## config.mk

```make
export PLATFORM = sky130hd
export DESIGN_NAME = axis_rr_arbiter
export DESIGN_NICKNAME = d
export VERILOG_FILES = /design/src/rtl/axis_pkg.sv /design/src/rtl/rr_pick.sv /design/src/rtl/axis_rr_arbiter.sv
export SDC_FILE = /design/constraint.sdc
export NUM_CORES = 1
export LEC_CHECK = 0
export ABC_AREA = 1
export BUFFER_PORTS_ARGS = -buffer_cell sky130_fd_sc_hd__clkbuf_2
export CAP_MARGIN = 20
export CORE_MARGIN = 2
export CORE_UTILIZATION = 55
export DETAILED_ROUTE_END_ITERATION = 10
export GPL_ROUTABILITY_DRIVEN = 0
export PLACE_DENSITY = 0.79
export REMOVE_ABC_BUFFERS = 1
export SYNTH_ARGS = -nofsm -noshare
export SYNTH_HDL_FRONTEND = slang
export SYNTH_SLANG_ARGS = --single-unit
export TNS_END_PERCENT = 30
```

## constraint.sdc

```tcl
create_clock -name clk_i -period 2.2 [get_ports clk_i]
set_input_delay 0.11 -clock clk_i [delete_from_list [all_inputs] [get_ports clk_i]]
set_output_delay 0.11 -clock clk_i [all_outputs]
set_load 0.1 [all_outputs]
```

## src/rtl/axis_pkg.sv

```systemverilog
// axis_pkg: types and helpers shared by the AXI-stream round-robin arbiter.
//   state_t     : arbiter FSM state encoding (IDLE = 0, GRANT = 1)
//   clog2       : ceiling log2, usable in constant expressions
//   burst_cnt_w : width of the beat counter for a given burst length
package axis_pkg;

  typedef enum logic {
    ST_IDLE  = 1'b0,
    ST_GRANT = 1'b1
  } state_t;

  function automatic int clog2(input int value);
    int r;
    r = 0;
    for (int v = value - 1; v > 0; v = v >> 1) begin
      r++;
    end
    return r;
  endfunction

  // One extra bit so the counter can represent MAX_BURST itself.
  function automatic int burst_cnt_w(input int max_burst);
    return clog2(max_burst) + 1;
  endfunction

endpackage

```

## src/rtl/rr_pick.sv

```systemverilog
// rr_pick: stateless round-robin winner search.
// The search starts one past last_idx and ascends with wrap; the first set
// request bit wins.
//   req        : request vector (N bits)
//   last_idx   : index of the most recently granted requester
//   win_onehot : one-hot winner, all-zero when nothing is requested
//   win_idx    : binary index of the winner
//   any        : at least one request is set
module rr_pick #(
  parameter int N  = 4,
  parameter int IW = 2
) (
  input  logic [N-1:0]  req,
  input  logic [IW-1:0] last_idx,
  output logic [N-1:0]  win_onehot,
  output logic [IW-1:0] win_idx,
  output logic          any
);

  logic [IW-1:0] cand;

  always_comb begin
    win_onehot = '0;
    win_idx    = '0;
    any        = 1'b0;
    cand       = '0;
    for (int k = 1; k <= N; k++) begin
      cand = IW'((int'(last_idx) + k) % N);
      if (!any && req[cand]) begin
        win_onehot[cand] = 1'b1;
        win_idx          = cand;
        any              = 1'b1;
      end
    end
  end

endmodule

```

## src/rtl/axis_rr_arbiter.sv

```systemverilog
// axis_rr_arbiter: round-robin arbiter for AXI-stream sources with burst
// hold. The grant is registered, held without preemption, and handed to the
// next winner on the releasing edge with no idle bubble.
//   clk_i       : clock
//   rst_n_i     : asynchronous active-low reset
//   s_axi_vld_i : per-source valid, used as the request vector
//   m_axi_rdy_i : downstream ready, qualifies completed beats
//   grant_o     : one-hot (or zero) grant to the downstream mux
//   busy_o      : registered OR of grant_o
// Build option: AXIS_RR_ARBITER_BURST_EN -- when defined, a grant is held
// for up to MAX_BURST beats; otherwise every grant releases after one beat.
//
// state    | meaning
// ---------+-------------------------------------------------
// ST_IDLE  | no grant held, waiting for any request
// ST_GRANT | one port granted, counting beats until release
module axis_rr_arbiter
  import axis_pkg::*;
#(
  parameter int PORT_NUM  = 4,
  parameter int MAX_BURST = 4
) (
  input  logic                clk_i,
  input  logic                rst_n_i,
  input  logic [PORT_NUM-1:0] s_axi_vld_i,
  input  logic                m_axi_rdy_i,
  output logic [PORT_NUM-1:0] grant_o,
  output logic                busy_o
);

  localparam int IW = clog2(PORT_NUM);

  if (PORT_NUM < 2 || MAX_BURST < 1) begin : g_bad_param
    $error("axis_rr_arbiter: PORT_NUM must be >= 2 and MAX_BURST >= 1");
  end

  state_t              state;
  logic [IW-1:0]       last_grant;
  logic [PORT_NUM-1:0] pick_onehot;
  logic [IW-1:0]       pick_idx;
  logic                pick_any;
  logic                cur_vld;
  logic                beat;
  logic                rel;

  rr_pick #(
    .N  (PORT_NUM),
    .IW (IW)
  ) u_pick (
    .req        (s_axi_vld_i),
    .last_idx   (last_grant),
    .win_onehot (pick_onehot),
    .win_idx    (pick_idx),
    .any        (pick_any)
  );

  // last_grant always names the currently held port while in ST_GRANT.
  assign cur_vld = (state == ST_GRANT) && s_axi_vld_i[last_grant];
  assign beat    = cur_vld && m_axi_rdy_i;

`ifdef AXIS_RR_ARBITER_BURST_EN
  localparam int CW = burst_cnt_w(MAX_BURST);

  logic [CW-1:0] beat_cnt;
  logic [CW-1:0] cnt_nxt;

  assign cnt_nxt = beat_cnt + CW'(1);
  assign rel     = !cur_vld || (beat && (cnt_nxt == CW'(MAX_BURST)));

  // Cleared on every release (and while idle, where rel is trivially high),
  // so each newly loaded grant starts from zero.
  always_ff @(posedge clk_i or negedge rst_n_i) begin
    if (!rst_n_i) begin
      beat_cnt <= '0;
    end else if (rel) begin
      beat_cnt <= '0;
    end else if (beat) begin
      beat_cnt <= cnt_nxt;
    end
  end
`else
  assign rel = !cur_vld || beat;
`endif

  always_ff @(posedge clk_i or negedge rst_n_i) begin
    if (!rst_n_i) begin
      state      <= ST_IDLE;
      grant_o    <= '0;
      busy_o     <= 1'b0;
      last_grant <= IW'(PORT_NUM - 1);
    end else begin
      case (state)
        ST_IDLE: begin
          if (pick_any) begin
            state      <= ST_GRANT;
            grant_o    <= pick_onehot;
            busy_o     <= 1'b1;
            last_grant <= pick_idx;
          end
        end
        ST_GRANT: begin
          if (rel) begin
            // The released port competes normally: it only wins again when
            // it is still requesting and nobody after it in the ring is.
            if (pick_any) begin
              grant_o    <= pick_onehot;
              last_grant <= pick_idx;
            end else begin
              state   <= ST_IDLE;
              grant_o <= '0;
              busy_o  <= 1'b0;
            end
          end
        end
        default: begin
          state   <= ST_IDLE;
          grant_o <= '0;
          busy_o  <= 1'b0;
        end
      endcase
    end
  end

endmodule

```

==> results.md, run 1 <==
* Worst R2R Path Depth at 11
* Die footprint at 0.00189 mm2
* DP HPWL at 1390 um
* Total area of sequential cells at 203 um2
* Crit path max fanout at 8
* Worst-path clk slew at 0.05 ns
* Syn avg cell area at 7.94 um2
* Crit end category: flop
* Crit-path cells: inv_1, ha_1, inv_1, nand2_4, nand2_4, nor2_4, nand3b_4, nand2_2, nand2_2, nand2_1, nand2_1
* CP max stage delay at 0.60 ns
* Setup violators final at 0
* Vias at 770
* Critical-path top delay cell: dfstp_2
* Hold Vio Cnt, Final at 0
* Yosys Warn Count at 0
* Crit-path leading delay family: simple AND/OR/NAND/NOR gates
* Fin cells at 141
* Startpoint Class: flop
* Period utilization at 0.933
* Die Ht at 43.5 um
* Placed cells at 136
* H-tree depth at 1
* Synth unique cells at 25
* Relative slew slack at 0.641
* CTS tree: built
* Largest net degree at the start of global routing at 12
* WS Path Type: reg -> reg
* Cell Area, Synth at 857 um2
* CTS resizes at 0
* First-pass GRT wire length at 3020 um
* First-pass DRT Iterations at 4
* FF-to-FF Start: last_grant[1]
* Seq/Total Area, Yosys at 0.236
* Fill cells at 132
* FMAX at 487 MHz
* Later-pin clock latency in the skew report at 0.26 ns
* DRT Wirelength at 1750 um
* Buf/Inv on CP at 2
* Via/cell ratio at 5.46
* Grt total ovfl at 0
* Finished Core Util at 0.653
* Number of global-route vias before repair at 719
* Status: completed
* Root Driver: clkbuf_4
* Width of the die at 43.5 um
* Crit path time final at 2.05 ns
* RSZ-0062 raised after global routing: no
* Max-cap violations at 0
* Synth Register Bits at 8
* Crit path DAT at 2.20 ns
* ANT nets after route at 0
* Area Growth Syn to Fin at 13.4%
* Core box area at 0.00149 mm2
* Initial Util at 0.576
* Multi-input logic area at 597 um2
* Slew Limit Fails at 0
* # DRC at 0
* I/O pin count at 12
* Clock Skew at 0.000893 ns
* Reg-to-Reg End: grant_o[0]
* Initial antenna violation count at 0
* Syn Inst Count at 108
* Total global-route track usage at 0.214
* DR iter-0 viols at 24
* Fraction of layout cells with a size suffix above 1 at 0.368
* Row count at 14
* Worst Path Required at 2.34 ns
* Total Neg Setup Slack at 0 ns
* Clock Path Buffers at 2
* PortBufs at 11
* ANT cells at 0
* HP Class: in -> async
* Slew @ Worst Pin at 0.540 ns
* Final nets at 142
* Clock tree sinks at 8
* Worst R2R Setup Slack at 0.15 ns
* Average wire per standard cell at 12.4 um
* Total CTS buffers at 3
-- cell usage after synthesis --
master / instances / share of area
nand2_1: 25 / 0.11
nand3_1: 16 / 0.093
nand2_2: 11 / 0.080
ha_1: 8 / 0.12
dfrtp_1: 6 / 0.18
nand2_4: 6 / 0.079
a21boi_0: 5 / 0.044
inv_1: 5 / 0.022
a21oi_1: 4 / 0.023
nand4_1: 4 / 0.029
buf_6: 2 / 0.026
dfstp_2: 2 / 0.061
inv_2: 2 / 0.0088
inv_6: 1 / 0.010
nand3_4: 1 / 0.020
nand3b_2: 1 / 0.013
nand3b_4: 1 / 0.023
nor2_1: 1 / 0.0044
nor2_2: 1 / 0.0073
nor2_4: 1 / 0.013
o211ai_1: 1 / 0.0088
o21ai_0: 1 / 0.0058
o21ai_1: 1 / 0.0058
o21ai_2: 1 / 0.010
o21bai_1: 1 / 0.0088
-- registers in the layout (all words and copies together) (netlist names) --
name	flops
grant_o	4
last_grant	2
busy_o	1
state	1
-- per-stage QoR --
stage,instance area [um2],setup slack (ns),hold WS (ns)
floorplan,835,0.143,-0.186
global placement,932,0.203,-0.0352
detailed placement,932,0.135,-0.0373
CTS,965,0.116,0.231
global route,972,0.00305,0.238
finish,972,0.147,0.229
-- worst max-delay path by stage --
| stage | depth (start not counted) | to | from |
|---|---|---|---|
| 3_5_place_dp | 11 | grant_o[3] | last_grant[1] |
| 6_report | 11 | grant_o[0] | last_grant[1] |
| 2_1_floorplan | 11 | grant_o[0] | last_grant[1] |
| 3_3_place_gp | 11 | last_grant[1] | last_grant[1] |
| 5_1_grt | 11 | grant_o[0] | last_grant[1] |
| 4_1_cts | 11 | grant_o[3] | last_grant[1] |
-- cell type report --
cell class / instances / area share
Clock buffer: 3 / 0.0232
Inverter: 8 / 0.0360
Multi-Input combinational cell: 90 / 0.614
Sequential cell: 8 / 0.208
Tap cell: 16 / 0.0206
Timing Repair Buffer: 16 / 0.0978
-- timing repair --
item,4_1_cts,5_1_grt
buffers inserted,0,1
setup endpoints to repair,0,5
endpoints found under the hold margin,8,0
hold buffers,1,0
-- placed cells by master, fill, tap and decap left out, drive strengths merged --
cell	count
nand2	42
nand3	17
clkbuf	14
ha	8
inv	8
dfrtp	6
a21boi	5
nand4	4
a21oi	4
buf	4
nor2	3
o21ai	3
dfstp	2
nand3b	2
o211ai	1
o21bai	1
dlygate4sd3	1
-- layer usage --
metal / part of all wire / GRT usage / up-vias
met5: 0 / 0 / -
met4: 0 / 0.0424 / 0
met3: 0.052 / 0.0792 / 0
met2: 0.50 / 0.340 / 30
met1: 0.45 / 0.282 / 343
li1: - / - / 397
-- cell families after synthesis --
logic type	Yosys count	synth area share
compound gates	14	0.107
fa+ha+maj	8	0.117
buf+inv	10	0.0672
flops	8	0.236
simple gates	68	0.473
Power of run 1 is not shown: default switching activity piles up to over one toggle a cycle in this logic, so the estimate is an artifact.
==> run 2: changes to the inputs <==
--- a/config.mk
+++ b/config.mk
@@ -12,7 +12,7 @@
 export CORE_UTILIZATION = 55
 export DETAILED_ROUTE_END_ITERATION = 10
 export GPL_ROUTABILITY_DRIVEN = 0
-export PLACE_DENSITY = 0.79
+export PLACE_DENSITY = 0.83
 export REMOVE_ABC_BUFFERS = 1
 export SYNTH_ARGS = -nofsm -noshare
 export SYNTH_HDL_FRONTEND = slang
==> run 2 against run 1 <==
Non-clock buffer count is 1 lower. Sequential share of layout area rose by 0.16 points. Clock skew is 0.0057 ns higher. Global-route usage fell by 0.64 points. Critical path depth did not move. Utilization shrank 0.50 points. Final cell count down 0.71%.
==> results.md, run 2 (synthesized netlist as in run 1, its figures left out) <==
* Number of global-route vias before repair at 687 (was 719)
* Vias at 768 (was 770)
* Reg-to-Reg End: grant_o[2] (was grant_o[0])
* Width of the die at 43.5 um (unchanged)
* Grt total ovfl at 0 (unchanged)
* Largest register by flop count: grant_o (unchanged)
* Die Ht at 43.5 um (unchanged)
* Design area at 965 um2 (was 972 um2)
* HP Class: in -> async (unchanged)
* Clock Skew at 0.00662 ns (was 0.000893 ns)
* Relative slew slack at 0.642 (was 0.641)
* Max-cap violations at 0 (unchanged)
* Critical-path top delay cell: dfstp_2 (unchanged)
* Startpoint Class: flop (unchanged)
* Via/cell ratio at 5.49 (was 5.46)
* Setup Fix Bufs, Post-CTS at 0 (unchanged)
* Worst R2R Setup Slack at 0.16 ns (was 0.15 ns)
* Most common cell after layout, fill and taps aside: nand2_1 (unchanged)
* DP HPWL at 1380 um (was 1390 um)
* Worst-path clk slew at 0.06 ns (was 0.05 ns)
* Total Neg Setup Slack at 0 ns (unchanged)
* Core box area at 0.00149 mm2 (unchanged)
* Slew Limit Fails at 0 (unchanged)
* Hold Vio Cnt, Final at 0 (unchanged)
* Area Growth Syn to Fin at 12.6% (was 13.4%)
* CP max stage delay at 0.60 ns (about the same)
* Slew @ Worst Pin at 0.539 ns (was 0.540 ns)
* Die footprint at 0.00189 mm2 (unchanged)
* Fraction of layout cells with a size suffix above 1 at 0.363 (was 0.368)
* First-pass DRT Iterations at 4 (unchanged)
* WS Path Type: reg -> reg (unchanged)
* Average wire per standard cell at 12.2 um (was 12.4 um)
* RSZ-0062 raised after global routing: no (unchanged)
* Initial antenna violation count at 0 (unchanged)
* Placed Area at 932 um2 (unchanged)
* Crit-path cells: inv_1, ha_1, inv_1, nand2_4, nand2_4, nor2_4, buf_4, nand4_1, nand3_1, nand2_1, nand2_1 (was inv_1, ha_1, inv_1, nand2_4, nand2_4, nor2_4, nand3b_4, nand2_2, nand2_2, nand2_1, nand2_1)
* Max FFs per register at 4 (unchanged)
* ANT cells at 0 (unchanged)
* Worst R2R Path Depth at 11 (unchanged)
* Initial Util at 0.576 (unchanged)
* Largest net degree at the start of global routing at 12 (unchanged)
* Setup violators final at 0 (unchanged)
* DR iter-0 viols at 13 (was 24)
* Crit path time final at 2.04 ns (was 2.05 ns)
* Total global-route track usage at 0.208 (was 0.214)
* Later-pin clock latency in the skew report at 0.26 ns (about the same)
* Crit path DAT at 2.23 ns (was 2.20 ns)
* Biggest regs: grant_o x4, last_grant x2 (unchanged)
* Placement Setup Slack at 0.181 ns (was 0.135 ns)
* FMAX at 490 MHz (was 487 MHz)
* Crit-path leading delay family: simple AND/OR/NAND/NOR gates (unchanged)
* Final nets at 141 (was 142)
* Most frequent cells in the layout: nand2_1 (25), nand3_1 (16), nand2_2 (11), clkbuf_2 (11), ha_1 (8) (unchanged)
* Period utilization at 0.927 (was 0.933)
* DRT Wirelength at 1710 um (was 1750 um)
* Clock tree sinks at 8 (unchanged)
* Status: completed (unchanged)
* Worst Setup Slack, final at 0.161 ns (was 0.147 ns)
* I/O pin count at 12 (unchanged)
* Clock Path Buffers at 2 (unchanged)
* # DRC at 0 (unchanged)
* First-pass GRT wire length at 2860 um (was 3020 um)
* Row count at 14 (unchanged)
* ANT nets after route at 0 (unchanged)
* Buf/Inv on CP at 3 (was 2)
* CTS tree: built (unchanged)
* Root Driver: clkbuf_4 (unchanged)
* Worst Path Required at 2.39 ns (was 2.34 ns)
* PortBufs at 11 (unchanged)
* Total CTS buffers at 3 (unchanged)
* FF-to-FF Start: last_grant[1] (unchanged)
* H-tree depth at 1 (unchanged)
* Crit end category: flop (unchanged)
* Crit path max fanout at 8 (unchanged)
[run 2: cell types whose count changed in the layout (fill, tap and decap cells not counted), sizes merged]
cell / before / now
buf: 4 / 3
[run 2: area by class of cell]
cell class / instances / area [um2]
multi-input combinational: 90 / 597
fill: 121 / 524
sequential: 8 / 203
timing repair buffer: 15 / 87.6
inverter: 8 / 35.0
clock buffer: 3 / 22.5
tap: 16 / 20.0
[run 2: worst reg2reg max path, stage by stage (launching register included)]
cell,delay (ns)
dfstp_2,0.60
inv_1,0.08
ha_1,0.35
inv_1,0.11
nand2_4,0.11
nand2_4,0.07
nor2_4,0.19
buf_4,0.19
nand4_1,0.09
nand3_1,0.09
nand2_1,0.05
nand2_1,0.05
[run 2: repair_timing]
item | in CTS | in global routing
endpoints found under the hold margin | 8 | 0
gates resized for setup | 0 | 0
hold buffers | 1 | 0
[run 2: worst max path at each step]
| stage | start | end | slack [ns] | cells after the start |
|---|---|---|---|---|
| final | last_grant[1] | grant_o[2] | 0.16 | 11 |
| after global routing | last_grant[1] | grant_o[1] | 0.02 | 11 |
| after CTS | last_grant[1] | grant_o[1] | 0.16 | 11 |
| after detailed placement | last_grant[1] | grant_o[3] | 0.18 | 11 |
| after global placement | last_grant[1] | grant_o[1] | 0.23 | 11 |
| after floorplan | last_grant[1] | grant_o[0] | 0.14 | 11 |
[run 2: metal layers]
metal	up-vias	track usage	share of wire
li1	397	-	-
met1	346	0.255	0.46
met2	23	0.337	0.48
met3	2	0.0750	0.052
met4	0	0.0727	0.0094
met5	-	0	0
[run 2: stage by stage]
stage | std cells | hold slack (ns) | util
after floorplan | 106 | -0.186 | -
after global placement | 136 | -0.0340 | 0.626
after detailed placement | 136 | -0.0326 | 0.626
after CTS | 140 | 0.232 | 0.648
after global routing | 140 | 0.240 | 0.648
final | 140 | 0.233 | 0.648
Power of run 2 is left out for the same reason.
==> run 3: changes to the inputs <==
--- a/config.mk
+++ b/config.mk
@@ -10,6 +10,7 @@
 export CAP_MARGIN = 20
 export CORE_MARGIN = 2
 export CORE_UTILIZATION = 55
+export CTS_BUF_LIST = sky130_fd_sc_hd__clkbuf_16
 export DETAILED_ROUTE_END_ITERATION = 10
 export GPL_ROUTABILITY_DRIVEN = 0
 export PLACE_DENSITY = 0.83
==> run 3 against run 2 <==
Count of clock-buffer cells in the layout unchanged. Non-clock buffer count is the same. Setup slack lost 0.0028 ns. Final cell count did not move. Die area unchanged. Fmax down 0.14%. Critical endpoint is now grant_o[0].
==> results.md, run 3 (synthesized netlist as in run 1, its figures left out) <==
* Clock Skew at 0.00275 ns (was 0.00662 ns)
* CTS tree: built (unchanged)
* Hold Vio Cnt, Final at 0 (unchanged)
* Largest register by flop count: grant_o (unchanged)
* Number of global-route vias before repair at 706 (was 687)
* FMAX at 490 MHz (about the same)
* Width of the die at 43.5 um (unchanged)
* Slew @ Worst Pin at 0.539 ns (about the same)
* Total Neg Setup Slack at 0 ns (unchanged)
* Die Ht at 43.5 um (unchanged)
* PortBufs at 11 (unchanged)
* DP HPWL at 1380 um (unchanged)
* DR iter-0 viols at 15 (was 13)
* CTS resizes at 0 (unchanged)
* Vias at 781 (was 768)
* Final nets at 141 (unchanged)
* Status: completed (unchanged)
* I/O pin count at 12 (unchanged)
* Crit path time final at 2.04 ns (about the same)
* Total global-route track usage at 0.206 (was 0.208)
* Most common cell after layout, fill and taps aside: nand2_1 (unchanged)
* First-pass GRT wire length at 2910 um (was 2860 um)
* Core box area at 0.00149 mm2 (unchanged)
* Area Growth Syn to Fin at 18.7% (was 12.6%)
* Crit path DAT at 2.16 ns (was 2.23 ns)
* Average wire per standard cell at 12.4 um (was 12.2 um)
* Via/cell ratio at 5.58 (was 5.49)
* Most frequent cells in the layout: nand2_1 (25), nand3_1 (16), nand2_2 (11), clkbuf_2 (11), ha_1 (8) (unchanged)
* Slew Limit Fails at 0 (unchanged)
* Max-cap violations at 0 (unchanged)
* Initial antenna violation count at 0 (unchanged)
* # DRC at 0 (unchanged)
* Worst Path Required at 2.32 ns (was 2.39 ns)
* WS Path Type: reg -> reg (unchanged)
* Clock tree sinks at 8 (unchanged)
* Fraction of layout cells with a size suffix above 1 at 0.363 (unchanged)
* Later-pin clock latency in the skew report at 0.23 ns (was 0.26 ns)
* Startpoint Class: flop (unchanged)
* Crit end category: flop (unchanged)
* Initial Util at 0.576 (unchanged)
* ANT nets after route at 0 (unchanged)
* Grt total ovfl at 0 (unchanged)
* HP Class: in -> async (unchanged)
* Largest net degree at the start of global routing at 12 (unchanged)
* Root Driver: clkbuf_16 (was clkbuf_4)
* Worst-path clk slew at 0.04 ns (was 0.06 ns)
* Max FFs per register at 4 (unchanged)
* Clock Path Buffers at 2 (unchanged)
* Row count at 14 (unchanged)
* Setup violators final at 0 (unchanged)
* Period utilization at 0.928 (was 0.927)
* ANT cells at 0 (unchanged)
* DRT Wirelength at 1730 um (was 1710 um)
* Relative slew slack at 0.642 (about the same)
* Crit path max fanout at 8 (unchanged)
* RSZ-0062 raised after global routing: no (unchanged)
* Total CTS buffers at 3 (unchanged)
* Die footprint at 0.00189 mm2 (unchanged)
* H-tree depth at 1 (unchanged)
* Biggest regs: grant_o x4, last_grant x2 (unchanged)
* First-pass DRT Iterations at 8 (was 4)
run 3: cell count changes in the layout (fill, tap and decap cells not counted):
cell | before | now
clkbuf_16 | 0 | 3
clkbuf_4 | 3 | 0
run 3: critical path, cell delays in order (launching register included):
cell	delay, ns
dfstp_2	0.59
inv_1	0.07
ha_1	0.35
inv_1	0.11
nand2_4	0.11
nand2_4	0.07
nor2_4	0.20
nand3b_4	0.11
nand2_2	0.12
nand2_2	0.09
nand2_1	0.08
nand2_1	0.04
run 3: cell type report:
cell class              instances  area, um2
repair buffers                 15       87.6
flip-flops and latches          8        203
clock buffers                   3       75.1
inverters                       8       35.0
multi-input cells              90        597
fillers                       119        472
well taps                      16       20.0
run 3: path summary, 6_finish.rpt:
kind,from,endpoint,slack (ns),cells after the start
max,last_grant[1],grant_o[0],0.16,11
max reg2reg,last_grant[1],grant_o[0],0.16,11
min in group clk_i,m_axi_rdy_i,last_grant[1],0.29,6
max in group asynchronous,rst_n_i,last_grant[0],1.68,2
min,rst_n_i,grant_o[3],0.27,2
min reg2reg,grant_o[0],grant_o[0],0.50,2
run 3: metal layers:
layer  vias to the layer above  GRT usage  wire length [um]
met4                         0     0.0667                18
li1                        398          -                 -
met3                         4     0.0667               111
met2                        29      0.346               835
met5                         -          0                 0
met1                       350      0.247               767
run 3: what timing repair did:
action                                 in CTS  in global routing
endpoints found under the hold margin       8                  0
hold buffers                                1                  0
buffers inserted                            0                  0
run 3: metrics by stage:
stage	utilization	worst slack (ns)	instance area, um2	std cells	hold slack, ns
2_1_floorplan	-	0.143	835	106	-0.186
3_3_place_gp	0.626	0.231	932	136	-0.0340
3_5_place_dp	0.626	0.181	932	136	-0.0326
4_1_cts	0.683	0.160	1020	140	0.268
5_1_grt	0.683	0.00838	1020	140	0.285
6_report	0.683	0.158	1020	140	0.268
Power of run 3 is left out for the same reason.
